<file path="config.mk">
export PLATFORM = sky130hd
export DESIGN_NAME = vga_sync_gen
export DESIGN_NICKNAME = d
export VERILOG_FILES = /design/src/rtl/vga_timing_pkg.sv /design/src/rtl/vga_sync_gen_edge_tick.sv /design/src/rtl/vga_sync_gen.sv
export SDC_FILE = /design/constraint.sdc
export NUM_CORES = 1
export LEC_CHECK = 0
export BUFFER_PORTS_ARGS = -buffer_cell sky130_fd_sc_hd__buf_2
export CAP_MARGIN = 20
export CORE_MARGIN = 2
export CORE_UTILIZATION = 57
export DETAILED_ROUTE_END_ITERATION = 6
export GPL_TIMING_DRIVEN = 1
export HOLD_SLACK_MARGIN = 0.1
export PLACE_DENSITY_LB_ADDON = 0.25
export SYNTH_ARGS = -nofsm -noshare
export SYNTH_HDL_FRONTEND = slang
export SYNTH_SLANG_ARGS = --single-unit
</file>
<file path="constraint.sdc">
create_clock -name CLK -period 4.7 [get_ports CLK]
set_clock_uncertainty 0.05 [all_clocks]
set_input_delay 1.41 -clock CLK [delete_from_list [all_inputs] [get_ports CLK]]
set_output_delay 1.41 -clock CLK [all_outputs]
set_load 0.03 [all_outputs]
</file>
<file path="src/rtl/vga_timing_pkg.sv">
// Default 640x480@60 VGA timing constants shared by the sync generator and its users.
// Module-level parameters take their defaults from here; derived values follow from them.
package vga_timing_pkg;

  localparam int DEF_H_VISIBLE = 640;
  localparam int DEF_H_FRONT   = 16;
  localparam int DEF_H_SYNC    = 96;
  localparam int DEF_H_BACK    = 48;

  localparam int DEF_V_VISIBLE = 480;
  localparam int DEF_V_FRONT   = 10;
  localparam int DEF_V_SYNC    = 2;
  localparam int DEF_V_BACK    = 33;

  localparam int DEF_H_TOTAL  = DEF_H_VISIBLE + DEF_H_FRONT + DEF_H_SYNC + DEF_H_BACK;
  localparam int DEF_V_TOTAL  = DEF_V_VISIBLE + DEF_V_FRONT + DEF_V_SYNC + DEF_V_BACK;
  localparam int DEF_HS_START = DEF_H_VISIBLE + DEF_H_FRONT;
  localparam int DEF_HS_END   = DEF_HS_START + DEF_H_SYNC;
  localparam int DEF_VS_START = DEF_V_VISIBLE + DEF_V_FRONT;
  localparam int DEF_VS_END   = DEF_VS_START + DEF_V_SYNC;

  localparam logic DEF_SYNC_ACTIVE = 1'b0;
  localparam int   DEF_CW          = 10;

endpackage

</file>
<file path="src/rtl/vga_sync_gen_edge_tick.sv">
// Rising-edge detector: turns the divided pixel clock (already in the CLK domain)
// into a one-CLK enable. The history flop resets high so a level held high at release is not an edge.
module edge_tick (
  input  logic clk,
  input  logic rst_n,
  input  logic sig_in,
  output logic tick
);

  logic prev_q;
  logic prev_d;

  always_comb begin
    prev_d = sig_in;
  end

  // NOTE: sequential state uses non-blocking assignments only; combinational blocks use blocking.
  always_ff @(posedge clk or negedge rst_n) begin
    if (!rst_n) prev_q <= 1'b1;
    else        prev_q <= prev_d;
  end

  assign tick = sig_in & ~prev_q;

endmodule

</file>
<file path="src/rtl/vga_sync_gen.sv">
// VGA sync generator on the system clock: pixel enable from edge_tick, H/V counters,
// and a registered decode of sync, video-active, coordinates and frame-start.
module vga_sync_gen
  import vga_timing_pkg::*;
#(
  parameter int   H_VISIBLE   = DEF_H_VISIBLE,
  parameter int   H_FRONT     = DEF_H_FRONT,
  parameter int   H_SYNC      = DEF_H_SYNC,
  parameter int   H_BACK      = DEF_H_BACK,
  parameter int   V_VISIBLE   = DEF_V_VISIBLE,
  parameter int   V_FRONT     = DEF_V_FRONT,
  parameter int   V_SYNC      = DEF_V_SYNC,
  parameter int   V_BACK      = DEF_V_BACK,
  parameter logic SYNC_ACTIVE = DEF_SYNC_ACTIVE,
  parameter int   CW          = DEF_CW
) (
  input  logic          CLK,
  input  logic          RST_N,
  input  logic          PIX_CLK_IN,
  output logic          HSYNC,
  output logic          VSYNC,
  output logic          VIDEO_ON,
  output logic [CW-1:0] X,
  output logic [CW-1:0] Y,
  output logic          PIX_TICK,
  output logic          FRAME_START
);

  localparam int H_TOTAL = H_VISIBLE + H_FRONT + H_SYNC + H_BACK;
  localparam int V_TOTAL = V_VISIBLE + V_FRONT + V_SYNC + V_BACK;

  // All compares are done at CW bits against these truncated constants.
  localparam logic [CW-1:0] H_LAST   = CW'(H_TOTAL - 1);
  localparam logic [CW-1:0] V_LAST   = CW'(V_TOTAL - 1);
  localparam logic [CW-1:0] H_VIS    = CW'(H_VISIBLE);
  localparam logic [CW-1:0] V_VIS    = CW'(V_VISIBLE);
  localparam logic [CW-1:0] HS_START = CW'(H_VISIBLE + H_FRONT);
  localparam logic [CW-1:0] HS_END   = CW'(H_VISIBLE + H_FRONT + H_SYNC);
  localparam logic [CW-1:0] VS_START = CW'(V_VISIBLE + V_FRONT);
  localparam logic [CW-1:0] VS_END   = CW'(V_VISIBLE + V_FRONT + V_SYNC);

  logic          tick;
  logic [CW-1:0] h_cnt_q, h_cnt_d;
  logic [CW-1:0] v_cnt_q, v_cnt_d;
  logic          hsync_q, hsync_d;
  logic          vsync_q, vsync_d;
  logic          video_on_q, video_on_d;
  logic [CW-1:0] x_q, x_d;
  logic [CW-1:0] y_q, y_d;
  logic          pix_tick_q, pix_tick_d;
  logic          frame_start_q, frame_start_d;

  edge_tick u_edge_tick (
    .clk    (CLK),
    .rst_n  (RST_N),
    .sig_in (PIX_CLK_IN),
    .tick   (tick)
  );

  // NOTE: every always_comb output gets a default first so no path leaves it unassigned (no latches).
  always_comb begin
    h_cnt_d       = h_cnt_q;
    v_cnt_d       = v_cnt_q;
    frame_start_d = 1'b0;
    if (tick) begin
      if (h_cnt_q == H_LAST) begin
        h_cnt_d = '0;
        if (v_cnt_q == V_LAST) begin
          v_cnt_d       = '0;
          frame_start_d = 1'b1;
        end else begin
          v_cnt_d = v_cnt_q + CW'(1);
        end
      end else begin
        h_cnt_d = h_cnt_q + CW'(1);
      end
    end
  end

  // Decode looks at the current counters, so every output lags the counters by one CLK.
  always_comb begin
    hsync_d    = ((h_cnt_q >= HS_START) && (h_cnt_q < HS_END)) ? SYNC_ACTIVE : ~SYNC_ACTIVE;
    vsync_d    = ((v_cnt_q >= VS_START) && (v_cnt_q < VS_END)) ? SYNC_ACTIVE : ~SYNC_ACTIVE;
    video_on_d = (h_cnt_q < H_VIS) && (v_cnt_q < V_VIS);
    x_d        = h_cnt_q;
    y_d        = v_cnt_q;
    pix_tick_d = tick;
  end

  always_ff @(posedge CLK or negedge RST_N) begin
    if (!RST_N) begin
      h_cnt_q       <= '0;
      v_cnt_q       <= '0;
      hsync_q       <= ~SYNC_ACTIVE;
      vsync_q       <= ~SYNC_ACTIVE;
      video_on_q    <= 1'b0;
      x_q           <= '0;
      y_q           <= '0;
      pix_tick_q    <= 1'b0;
      frame_start_q <= 1'b0;
    end else begin
      h_cnt_q       <= h_cnt_d;
      v_cnt_q       <= v_cnt_d;
      hsync_q       <= hsync_d;
      vsync_q       <= vsync_d;
      video_on_q    <= video_on_d;
      x_q           <= x_d;
      y_q           <= y_d;
      pix_tick_q    <= pix_tick_d;
      frame_start_q <= frame_start_d;
    end
  end

  assign HSYNC       = hsync_q;
  assign VSYNC       = vsync_q;
  assign VIDEO_ON    = video_on_q;
  assign X           = x_q;
  assign Y           = y_q;
  assign PIX_TICK    = pix_tick_q;
  assign FRAME_START = frame_start_q;

endmodule

</file>
# Word-level counts from Yosys, hierarchy flattened
# Index checks and enable logic that the tools add are counted.
# op_classes
addsub	2
n_lt_le_gt_ge	6
eq_ne	2
mux	7
bitwise_logic	2
n_reduce_logical	4
# ops
operator	n
10-bit by 1-bit adder with 10-bit output, second input constant	2
10-bit equality test, second input constant	2
10-bit < comparator, second input constant	2
10-bit by 9-bit < comparator with 1-bit output, second input constant	2
10-bit two-way mux	2
10-bit >= comparator, second input constant	1
10-bit by 9-bit >= comparator with 1-bit output, second input constant	1
1-bit two-way mux	5
1-bit logical AND	3
2-bit AND reduction	1
1-bit AND	1
1-bit NOT	1
# word_totals
register_bits	46
in_bits	3
output_inout_bits	25
word_cells	33

# Logic depth before layout (Yosys ltp)
# depth
depth_word	4
depth_mapped	6
depth_no_buf	6

# Cells and area by module
# A second synthesis with hierarchy kept.
# unflattened
cells_unflattened	140
area_unflattened_um2	1799.2
# by_module_without_submodules
module	instances	cells_each	area_each_um2	seq_area_each_um2
vga_sync_gen	1	138	1759.2	1128.6
edge_tick	1	2	40.0	26.3

# Worst setup path after synthesis
# No wires, ideal clock.
# synth_timing
path_kind	input -> register
start	in PIX_CLK_IN
end	reg v_cnt_q[9]
setup_ns	0.077
arrival_time_ns	2.957
required_time_ns	4.573
setup_slack_ns	1.616
cell_stages	5
path_buffers	1
cell_sequence	or2b_2 -> or4_1 -> buf_2 -> or4_1 -> a21oi_1
# synth_via
elab_chain_cells	2
# synth_lines
item	line	rtl
from (decl)	vga_sync_gen.sv:19	input logic PIX_CLK_IN,
1-bit AND	vga_sync_gen_edge_tick.sv:23	assign tick = sig_in & ~prev_q;
2-bit AND reduction (no line)	-	
to (signal assigned)	vga_sync_gen.sv:103	v_cnt_q <= v_cnt_d;
to (decl)	vga_sync_gen.sv:44	logic [CW-1:0] v_cnt_q, v_cnt_d;
# No other way between the ends.
# A chain may end at the register's enable or synchronous reset.

# Worst setup path after layout
# Same ends and word-level chain as after synthesis.

==> flow_metrics.py <==
metrics = {
    "sta": {
        "setup_tns_ns": 0,
        "fin_crit_ns": 2.90,
        "hold_viol_final": 0,
        "fin_crit_sh_pct": 61.8,
        "max_slew.worst_pin.slew_ns": 0.946,
        "setup_slack_ns": 1.80,
        "slew_headroom_pct": 37.0,
        "grt_setup_unrepaired": "false",
        "drv_slew": 0,
        "max_freq_mhz": 344,
        "setup_viol": 0,
    },
    "cells_and_area": {
        "final_core_util_pct": 66.4,
        "nets": 181,
        "drive_gt1_share_pct": 24.1,
        "antenna_cells": 0,
        "mostFrequentLayoutCells": "43 x dfrtp_1, 27 x buf_2, 12 x nand2_1",
        "syn_to_final_growth_pct": 13.3,
        "layout_commonest_cell": "dfrtp_1",
    },
    "clocking": {
        "cts.clk_slew.worst_paths_ns": 0.11,
        "post_cts_buffers": 0,
        "cts_buffers": 5,
        "hold_buffers": 0,
        "clockBufferDepth": 2,
        "clk_latency_ns": 0.35,
        "cts_resized": 0,
        "clock_sinks": 46,
        "htreeDepth": 2,
        "cts_tree": "yes",
        "root_buffer": "clkbuf_4",
    },
    "place": {
        "gp_congestion": 0.772,
        "io_buffers": 27,
        "hpwl_um": 2030,
        "pre_cts_ws_ns": 1.42,
    },
    "min_path": {
        "hp-class": "reg2reg",
        "hold_path_depth": 0,
    },
    "power": {
        "ir_worst_vdd_mv": 0.331,
        "pwr_density_cell_mw_per_mm2": 415,
        "leakage_nw": 0.949,
        "finalPower_w": 0.000821,
    },
    "floorplanning": {
        "fp.dieH_um": 59.4,
        "core-area_mm2": 0.00298,
        "start_util_pct": 58.7,
        "dieArea_mm2": 0.00352,
        "die_w_um": 59.4,
        "ios": 28,
        "fp-row-count": 20,
    },
    "logic_synthesis": {
        "synthDistinctLibCells": 32,
        "synth.largest_area_cell": "dfrtp_1",
        "synth_area_mm2": 0.00175,
        "syn-num-nets": 148,
        "synth_seq_cells": 46,
        "synth_top_area_share_pct": 61.6,
        "syn_inst": 140,
        "dominantRegCellSynth": "dfrtp_1",
        "synth.avg_cell_area_um2": 12.5,
        "synth_edf_count": 0,
        "synth_top_cells_by_area": "dfrtp_1 62%, dfstp_2 4.5%, ha_1 3.6%",
        "seq_area_frac_synth_pct": 66.1,
        "async_reset_ff_share_pct": 100,
        "ys_warn_count": 0,
    },
    "grt": {
        "track_usage_pct": 20.3,
        "overflow": 0,
        "grt_max_degree": 47,
        "grt_pass1_wl_um": 5060,
        "antenna_found_initial": 0,
        "grt_pass1_vias": 1137,
    },
    "drt": {
        "drtAntennaViolNets": 0,
        "vias_per_cell": 5.55,
        "drc": 0,
        "drt_wl_total_um": 2870,
        "vias": 1149,
        "drt_iter0_markers": 34,
        "wl_per_cell_um": 13.9,
        "detail_route.first_pass.iterations": 4,
    },
    "worst_setup_path": {
        "end_kind": "flop",
        "r2r_cells": 4,
        "worst-setup-path-type": "in2reg",
        "rrSetupSlack_ns": 2.29,
        "required_ns": 4.93,
        "critPathLaunchType": "input pin",
        "critPathMaxFanout": 6,
        "arrival_ns": 3.14,
    },
    "run": {
        "max_cap_violations": 0,
    },
    "outcome": {
        "status": "finished, final reports clean",
    },
}
-- cell usage after synthesis (3+ instances only) --
master   number
nand3_1       7
nor2_1        9
o21ai_0       6
inv_1         7
dfrtp_1      43
ha_1          5
nand4_1       7
nand2_1      12
dfstp_2       3
nor3_1        4
xor2_1        5
xnor2_1       6
-- kinds of logic after synthesis --
logic type | Yosys count | synth area share (%)
multiplexers | 2 | 1.15
AND/OR/NAND/NOR | 55 | 17.4
flip-flops | 46 | 66.1
AO/OA/AOI/OAI | 13 | 4.44
buffers and inverters | 8 | 1.79
XOR/XNOR | 11 | 5.52
adder cells (fa/ha/maj) | 5 | 3.58
-- cell type report --
class                      instances  area (µm²)
clock buffer                       7        55.1
clock inverter                     1        5.00
fill                             226        1000
inverter                           7        26.3
multi-input combinational         86         561
sequential                        46        1150
tap                               33        41.3
timing repair buffer              27         135
-- sequential cells by signal, summed over array words and instances (netlist names) --
name and cells:
VSYNC 1, HSYNC 1, FRAME_START 1, Y 10
VIDEO_ON 1, PIX_TICK 1, u_edge_tick.prev_q 1, X 10
h_cnt_q 10, v_cnt_q 10
-- per-stage QoR --
| stage | hold WS [ns] | cell area, µm² | std cells |
|---|---|---|---|
| finish | 0.409 | 1980 | 207 |
| detailed placement | 0.382 | 1920 | 199 |
| global placement | 0.357 | 1920 | 199 |
| global route | 0.435 | 1980 | 207 |
| CTS | 0.411 | 1980 | 207 |
| floorplan | 0.341 | 1750 | 140 |
-- layer usage --
| layer | part of all wire (%) | routed length, µm | global-route usage, % | up-vias |
|---|---|---|---|---|
| met4 | 3.2 | 91 | 11.4 | 0 |
| met3 | 4.6 | 133 | 6.55 | 8 |
| met1 | 41 | 1170 | 23.1 | 555 |
| met2 | 51 | 1470 | 33.4 | 32 |
| met5 | 0 | 0 | 0 | - |
| li1 | - | - | - | 554 |
-- report_power, final --
group	leakage, nW	total (W)	switching, W	internal (W)
Clock	0.0353	0.000186	0.000113	0.0000726
Sequential	0.568	0.000492	0.0000473	0.000445
Combinational	0.345	0.000143	0.0000966	0.0000463
Total	0.949	0.000821	0.000257	0.000564
-- critical path: stages --
cell,delay (ns)
buf_2,0.10
or2b_2,0.34
or4_1,0.63
or4_1,0.50
a21oi_1,0.16
-- final timing paths --
check / from / endpoint
setup / recovery: PIX_CLK_IN / v_cnt_q[9]$_DFFE_PN0P_
hold / removal: v_cnt_q[7]$_DFFE_PN0P_ / Y[7]$_DFF_PN0_
setup reg to reg: h_cnt_q[6]$_DFFE_PN0P_ / v_cnt_q[9]$_DFFE_PN0P_
hold reg to reg: v_cnt_q[7]$_DFFE_PN0P_ / Y[7]$_DFF_PN0_
max in group asynchronous: RST_N / X[7]$_DFF_PN0_
min in group asynchronous: RST_N / Y[1]$_DFF_PN0_
No activity file was read; power rests on OpenSTA's default activity.
